<file path="src/rtl/arcade_input_mapper.sv">
// arcade_input_mapper
// Conditions hps_io joystick words into the per-player control buses that
// the game core expects. It handles merged or independent routing, SOCD
// cleaning, coin pulse shaping to a fixed number of frames, per-player
// autofire on button 0, and a lockout while a ROM download is in progress.
//
// Coin FSM (one per player):
//   state      | meaning
//   C_IDLE     | armed, waiting for a coin rising edge
//   C_PULSE    | coin output high, counting frame ticks down
//   C_WAIT_REL | pulse finished or aborted, waiting for coin release
//
// Output bus per player, LSB first: up, down, left, right,
// buttons[NBUTTONS-1:0], start, coin.

module arcade_input_mapper #(
  parameter int NPLAYERS    = 2,
  parameter int NBUTTONS    = 1,
  parameter int COIN_FRAMES = 3,
  parameter int AF_FRAMES   = 2,
  parameter int SOCD        = 1
) (
  input  logic                             clk_sys,
  input  logic                             reset,
  input  logic                             vblank,
  input  logic                             lock,
  input  logic                             merged,
  input  logic [NPLAYERS-1:0]              autofire_en,
  input  logic [NPLAYERS*16-1:0]           joystick,
  output logic [NPLAYERS*(NBUTTONS+6)-1:0] player_out
);

  localparam int W = NBUTTONS + 6;
  localparam int S = 4 + NBUTTONS;
  localparam logic [3:0] COIN_LOAD = 4'(COIN_FRAMES);
  localparam logic [3:0] AF_LOAD   = 4'(AF_FRAMES);

  typedef enum logic [1:0] {
    C_IDLE     = 2'd0,
    C_PULSE    = 2'd1,
    C_WAIT_REL = 2'd2
  } coin_state_t;

  logic        vblank_q;
  logic        tick;
  logic [15:0] joy_or;

  // Delayed vblank; its rising edge marks the start of a frame.
  always_ff @(posedge clk_sys) begin
    if (reset) vblank_q <= 1'b0;
    else       vblank_q <= vblank;
  end

  assign tick = vblank & ~vblank_q;

  // OR of every pad, used as the common source in merged mode.
  always_comb begin
    joy_or = '0;
    for (int i = 0; i < NPLAYERS; i++) begin
      joy_or = joy_or | joystick[16*i +: 16];
    end
  end

  for (genvar p = 0; p < NPLAYERS; p++) begin : g_player
    logic [15:0]         word;
    logic [15:0]         src;
    logic                start_in;
    logic                coin_in;
    logic                up_o, down_o, left_o, right_o;
    logic [NBUTTONS-1:0] btn_raw;
    logic [NBUTTONS-1:0] btn_o;
    logic                coin_q;
    coin_state_t         state, state_nx;
    logic [3:0]          cnt, cnt_nx;
    logic                af_active;
    logic                af_phase;
    logic [3:0]          af_cnt;
    logic [W-1:0]        out_nx;
    logic [W-1:0]        out_q;
    logic                unused_src;

    assign word    = joystick[16*p +: 16];
    assign src     = merged ? joy_or : word;
    assign coin_in = src[S+2];
    assign btn_raw = src[4 +: NBUTTONS];

    // Select and reserved bits above coin never reach the outputs through src.
    assign unused_src = ^{src[15:S+3], src[S+1]};

    // Start routing: merged mode maps start to player 0 and select to player 1.
    always_comb begin
      start_in = 1'b0;
      if (merged) begin
        if (p == 0)      start_in = joy_or[S];
        else if (p == 1) start_in = joy_or[S+1];
        else             start_in = 1'b0;
      end else begin
        start_in = word[S];
      end
    end

    // Direction cleaning: opposing directions cancel when SOCD is enabled.
    always_comb begin
      right_o = src[0];
      left_o  = src[1];
      down_o  = src[2];
      up_o    = src[3];
      if (SOCD != 0) begin
        if (src[0] && src[1]) begin
          right_o = 1'b0;
          left_o  = 1'b0;
        end
        if (src[2] && src[3]) begin
          down_o = 1'b0;
          up_o   = 1'b0;
        end
      end
    end

    // Coin FSM state, frame counter and coin edge register.
    always_ff @(posedge clk_sys) begin
      if (reset) begin
        state  <= C_IDLE;
        cnt    <= '0;
        coin_q <= 1'b0;
      end else begin
        state  <= state_nx;
        cnt    <= cnt_nx;
        coin_q <= coin_in;
      end
    end

    // Coin FSM next state; a tick on the load cycle is ignored because IDLE never counts.
    always_comb begin
      state_nx = state;
      cnt_nx   = cnt;
      if (lock) begin
        state_nx = C_WAIT_REL;
        cnt_nx   = '0;
      end else begin
        case (state)
          C_IDLE: begin
            if (coin_in && !coin_q) begin
              state_nx = C_PULSE;
              cnt_nx   = COIN_LOAD;
            end
          end
          C_PULSE: begin
            if (tick) begin
              if (cnt <= 4'd1) begin
                state_nx = C_WAIT_REL;
                cnt_nx   = '0;
              end else begin
                cnt_nx = cnt - 4'd1;
              end
            end
          end
          C_WAIT_REL: begin
            if (!coin_in) state_nx = C_IDLE;
          end
          default: begin
            state_nx = C_IDLE;
            cnt_nx   = '0;
          end
        endcase
      end
    end

    assign af_active = autofire_en[p] & btn_raw[0];

    // Autofire phase: starts high on press, toggles every AF_FRAMES ticks while held.
    always_ff @(posedge clk_sys) begin
      if (reset || lock || !af_active) begin
        af_phase <= 1'b1;
        af_cnt   <= AF_LOAD;
      end else if (tick) begin
        if (af_cnt <= 4'd1) begin
          af_phase <= ~af_phase;
          af_cnt   <= AF_LOAD;
        end else begin
          af_cnt <= af_cnt - 4'd1;
        end
      end
    end

    // Button 0 is replaced by the autofire phase only while autofire is engaged.
    always_comb begin
      btn_o    = btn_raw;
      btn_o[0] = af_active ? af_phase : btn_raw[0];
    end

    assign out_nx = {(state == C_PULSE), start_in, btn_o, right_o, left_o, down_o, up_o};

    // Registered player bus, cleared while a download holds the lock.
    always_ff @(posedge clk_sys) begin
      if (reset || lock) out_q <= '0;
      else               out_q <= out_nx;
    end

    assign player_out[W*p +: W] = out_q;
  end

endmodule

</file>
<file path="config.mk">
export PLATFORM = sky130hd
export DESIGN_NAME = arcade_input_mapper
export DESIGN_NICKNAME = d
export VERILOG_FILES = /design/src/rtl/arcade_input_mapper.sv
export SDC_FILE = /design/constraint.sdc
export NUM_CORES = 1
export LEC_CHECK = 0
export CORE_MARGIN = 2
export CORE_UTILIZATION = 42
export CTS_CLUSTER_SIZE = 28
export DETAILED_ROUTE_END_ITERATION = 8
export PLACE_DENSITY = 0.76
export SLEW_MARGIN = 20
export SYNTH_ARGS = -nofsm -noshare
export SYNTH_HDL_FRONTEND = slang
export SYNTH_SLANG_ARGS = --single-unit
</file>
<file path="constraint.sdc">
create_clock -name clk_sys -period 1.3 [get_ports clk_sys]
set_input_delay 0.325 -clock clk_sys [delete_from_list [all_inputs] [get_ports clk_sys]]
set_output_delay 0.325 -clock clk_sys [all_outputs]
set_load 0.01 [all_outputs]
</file>
-- Word level (Yosys, flattened, before mapping)
Cells that the tools add are included.
- register bits after elaboration: 39
- bits of input ports: 39
- output and inout bits: 14
- word-level logic and storage cells: 112
- $add $sub $neg: 4
- order comparisons: 4
- equal/unequal tests: 20
- mux-type cells: 28
- bitwise logic cells: 9
- reduce and logical (&&, ||, !) cells: 28
- operators with widths (kind ; number):
    4-bit two-way mux ; 8
    4-bit case mux with 3 select lines ; 2
    2-bit two-way mux ; 10
    3-bit != test, second input constant ; 6
    4-bit by 1-bit <= comparator with 1-bit output, second input constant ; 4
    8-bit two-way mux ; 2
    4-bit AND reduction ; 4
    4-bit by 1-bit subtractor with 4-bit output, second input constant ; 4
    2-bit != test, second input constant ; 6
    2-bit case mux with 3 select lines ; 2
    2-bit OR reduction ; 5
    8-bit OR ; 1
    1-bit logical AND ; 6
    3-bit by 2-bit != test with 1-bit output, second input constant ; 2
    3-bit AND reduction ; 2
    1-bit inverter ; 5
    2-bit by 1-bit == test with 1-bit output, second input constant ; 2
    2-bit == test, second input constant ; 2
    1-bit logical NOT ; 4
    2-bit logical NOT ; 2
    1-bit two-way mux ; 4
    2-bit by 1-bit != test with 1-bit output, second input constant ; 2
    2-bit AND reduction ; 2
    1-bit bitwise AND ; 3
    1-bit logical OR ; 3

-- Depth between registers and ports, before layout
- depth after elaboration: 6
- depth in mapped cells: 6
- gate-level depth less buffers: 6

-- Worst setup path before layout
No wires, ideal clock.
- path kind: input-to-reg
- start: input reset
- end: register g_player[0].af_cnt[1]
- setup time: 120 ps
- arrival: 1211 ps
- required time: 1180 ps
- slack: -31 ps
- cell stages on the path: 5
- path buffers: 1
- path through: or2_1 > buf_6 > nor3b_4 > nand2b_2 > a211o_1
- cells in the longest elaborated chain, start to end: 2
- ends and longest elaborated chain (item ; RTL line ; RTL):
    from (decl) ; 24 ; input logic reset,
    1-bit logical OR (2 in a row) ; 173 ; if (reset || lock || !af_active) begin
    to (signal assigned) ; 181 ; af_cnt <= af_cnt - 4'd1;
    to (decl) ; 77 ; logic [3:0] af_cnt;
No other way between the ends.
A chain may end at the register's enable or synchronous reset.

-- Final worst setup path
- start: register g_player[0].cnt[1]
- end: register g_player[0].cnt[3]
- cells in the longest elaborated chain, start to end: 4
- elaborated cells between the ends (all ways): 5
- those cells by class: add/sub: 1; order compare: 1; mux: 3
- ends and longest elaborated chain (item ; RTL line ; RTL):
    from (decl) ; 74 ; logic [3:0] cnt, cnt_nx;
    from (signal assigned) ; 128 ; cnt <= cnt_nx;
    4-bit by 1-bit subtractor with 4-bit output or 4-bit by 1-bit <= comparator with 1-bit output (tied branches) ; 154, 150 ;
    4-bit two-way mux (*) ; 150 ; if (cnt <= 4'd1) begin
    4-bit two-way mux (*) ; 149 ; if (tick) begin
    4-bit case mux with 3 select lines (*) ; 141 ; case (state)
Mark *: on every way between the ends. The rest lies on a longest branch, timed or not. The select of a mux whose other input is x is not followed.

==> results.cfg <==
[floorplanning]
ios = 53
die_x_um = 68.3
std_cell_rows = 23
die_h_um = 68.3
start_util_pct = 43.4
core_sq_um = 4000
die_area_sq_um = 4660

[clock_tree]
cts_tree = yes
numCtsBuffers = 5
root_buffer = clkbuf_8
cts_buffer_depth = 2
clk_latency_ns = 0.29
clkTransAtPathRegs_ns = 0.08
cts_max_level = 2
cts.sinks = 39
cts_hold_buf = 0

[yosys]
async_flop_share_pct = 0
synth-edff-count = 0
syn_inst = 196
synth_fp_nets = 243
mappedNetlistArea_sq_um = 1740
synth.avg_cell_area_sq_um = 8.85
synth-seq-cells = 39
yosys_most_used_dff = dfxtp_1
synthDistinctLibCells = 33
yosysWarnings = 0
yosysSeqAreaShare_pct = 45.0

[timing]
slew_viol_final = 0
relSlewSlack_pct = 78.0
grt_setup_unrepaired = true
fmax_mhz = 766
min_period_ns = 1.31
worst_pin_slew_ns = 0.330
fin_hold_ws_ns = 0.475
period_share_pct = 100
finalSetupViolCount = 1
skew_ns = 0.00557
setup_ws_ns = -0.00623
finalHoldViolCount = 0

[worst_setup_path]
max_stage_delay_ns = 0.33
critPathMaxFanout = 3
path_class = flip-flop to flip-flop
slowest_stage = dfxtp_2
start_kind = flip-flop
crit_buf_inv = 1
worst_ep_required_time_ns = 1.46
path_delay_family = simple AND/OR/NAND/NOR gates
reg2reg_depth = 6
crit_cells = 6
crit_path_end_kind = flip-flop
crit_arrival_ns = 1.47
worstPathCellList = inv_1 > ha_2 > nor2_4 > nor3_1 > nand2b_1 > o22ai_1

[pwr]
sequentialPowerShare_pct = 50.7
power_mw = 2.47
combPwrFrac_pct = 16.9
p_leak_nw = 1.10
ir_drop_v = 0.000728
internal_power_mw = 1.83
p_clk_share_pct = 32.5
p_switching_uw = 649
swShare_pct = 26.2
p_per_area_nw_per_um2 = 947

[detailed_routing]
dr.first_iter.drc_count = 92
wl_um = 4190
drc_errors = 0
route.vias.total = 1593
postRouteAntennaNets = 0
routedWlPerCell_um = 13.3
viasPerCell = 5.06
drtPass1Iterations = 4

[cells_and_area]
regArea_sq_um = 788
fillers = 343
diodes = 0
mostFrequentLayoutCells = dfxtp_1 (33), buf_4 (30), nor2_1 (21)
final_common_cell = dfxtp_1
multi_input_area_sq_um = 1080
area_growth_syn_to_layout_pct = 50.6
post-route-util_pct = 65.3
nets = 311
layout-drive-gt1-share_pct = 29.8

[global_routing]
grt_max_degree = 14
grt_pass1_vias = 1448
grt_pass1_wl_um = 6270
grt_overflow = 0
antenna_found_initial = 0
grt_use_total_pct = 17.8

[status]
violations = negative setup slack
status = complete, but fails checks

[hold_path]
holdCritPathClass = primary input to flip-flop
hold_depth = 3

[placement]
place.port_buffers = 36
place.gp.congestion = 0.791
hpwl_um = 2950

[run]
maxCapViolations = 0
## path summary, 6_finish.rpt
check / from / end / slack, ns
max: g_player[0].cnt[1] / g_player[0].cnt[3] / -0.006
min: reset / g_player[1].coin_q / 0.48
max reg2reg: g_player[0].cnt[1] / g_player[0].cnt[3] / -0.006
min reg2reg: g_player[0].state[1] / g_player[0].state[0] / 0.50
## cell type report
class | count | share of cell area [%]
Clock buffer | 6 | 2.78
Clock inverter | 2 | 0.479
Inverter | 10 | 1.44
Multi-Input combinational cell | 142 | 41.5
Sequential cell | 39 | 30.2
Tap cell | 50 | 2.39
Timing Repair Buffer | 66 | 21.3
## stage by stage
| stage | worst slack, ns | TNS [ns] | instance area [sq um] | std cells |
|---|---|---|---|---|
| 6_report | -0.00623 | -0.00623 | 2610 | 315 |
| 5_1_grt | -0.0742 | -0.116 | 2610 | 315 |
| 4_1_cts | 0.00107 | 0 | 2500 | 315 |
| 3_5_place_dp | -0.612 | -14.09 | 2360 | 307 |
| 3_3_place_gp | -0.522 | -13.01 | 2360 | 307 |
| 2_1_floorplan | -0.00864 | -0.0173 | 1740 | 196 |
## worst reg2reg max path: stages, from the launching register on
cell,delay (ns)
dfxtp_2,0.33
inv_1,0.11
ha_2,0.21
nor2_4,0.05
nor3_1,0.24
nand2b_1,0.17
o22ai_1,0.08
## power groups by stage
stage | clock [mW] | combinational (mW) | sequential [mW]
5_1_grt | 0.861 | 0.452 | 1.26
4_1_cts | 0.816 | 0.378 | 1.25
3_5_place_dp | 0 | 0.367 | 1.28
6_report | 0.804 | 0.417 | 1.25
2_1_floorplan | 0 | 0.163 | 1.28
3_3_place_gp | 0 | 0.362 | 1.28
## what timing repair did
action / 4_1_cts / 5_1_grt
pin swaps: 11 / 9
setup endpoints to repair: 35 / 17
setup buffers: 2 / 0
gates resized for setup: 48 / 28
## synth_stat cells, drive strengths merged, types with 3 or more instances
library cell,n,share of area [%]
nor2b,6,2.2
ha,8,5.8
inv,10,2.2
a21boi,4,1.7
nor4,4,1.4
nand2,18,3.9
o211a,4,2.3
o21ai,9,2.6
nor2,25,5.4
clkbuf,3,0.65
nand2b,5,2.1
or3,4,1.4
a21oi,20,5.8
nor3,6,1.7
dfxtp,39,45
xnor2,6,3.0
## logic make-up (layout without fill, tap and decap cells)
| logic type | Yosys count | count (layout) | share of synthesized area [%] |
|---|---|---|---|
| AOI/OAI and AO/OA | 49 | 49 | 18.2 |
| xor gates and xnor gates | 6 | 6 | 3.03 |
| adders and majority gates | 8 | 8 | 5.77 |
| buffers and inverters | 15 | 84 | 3.75 |
| DFF | 39 | 39 | 45.0 |
| and+or+nand+nor | 79 | 79 | 24.3 |
## metal layers
layer  track usage (%)  part of all wire, %  up-vias
li1                  -                    -      817
met1              23.4                   45      748
met2              29.0                   51       24
met3              3.45                  3.2        4
met4              6.50                 0.74        0
met5                 0                    0        -
## state kept, by name, indices dropped and copies added (netlist names)
name,count
g_player.af_phase,2
vblank_q,1
g_player.cnt,8
g_player.state,4
g_player.out_q,14
g_player.af_cnt,8
g_player.coin_q,2
(Power assumes the default switching activity.)
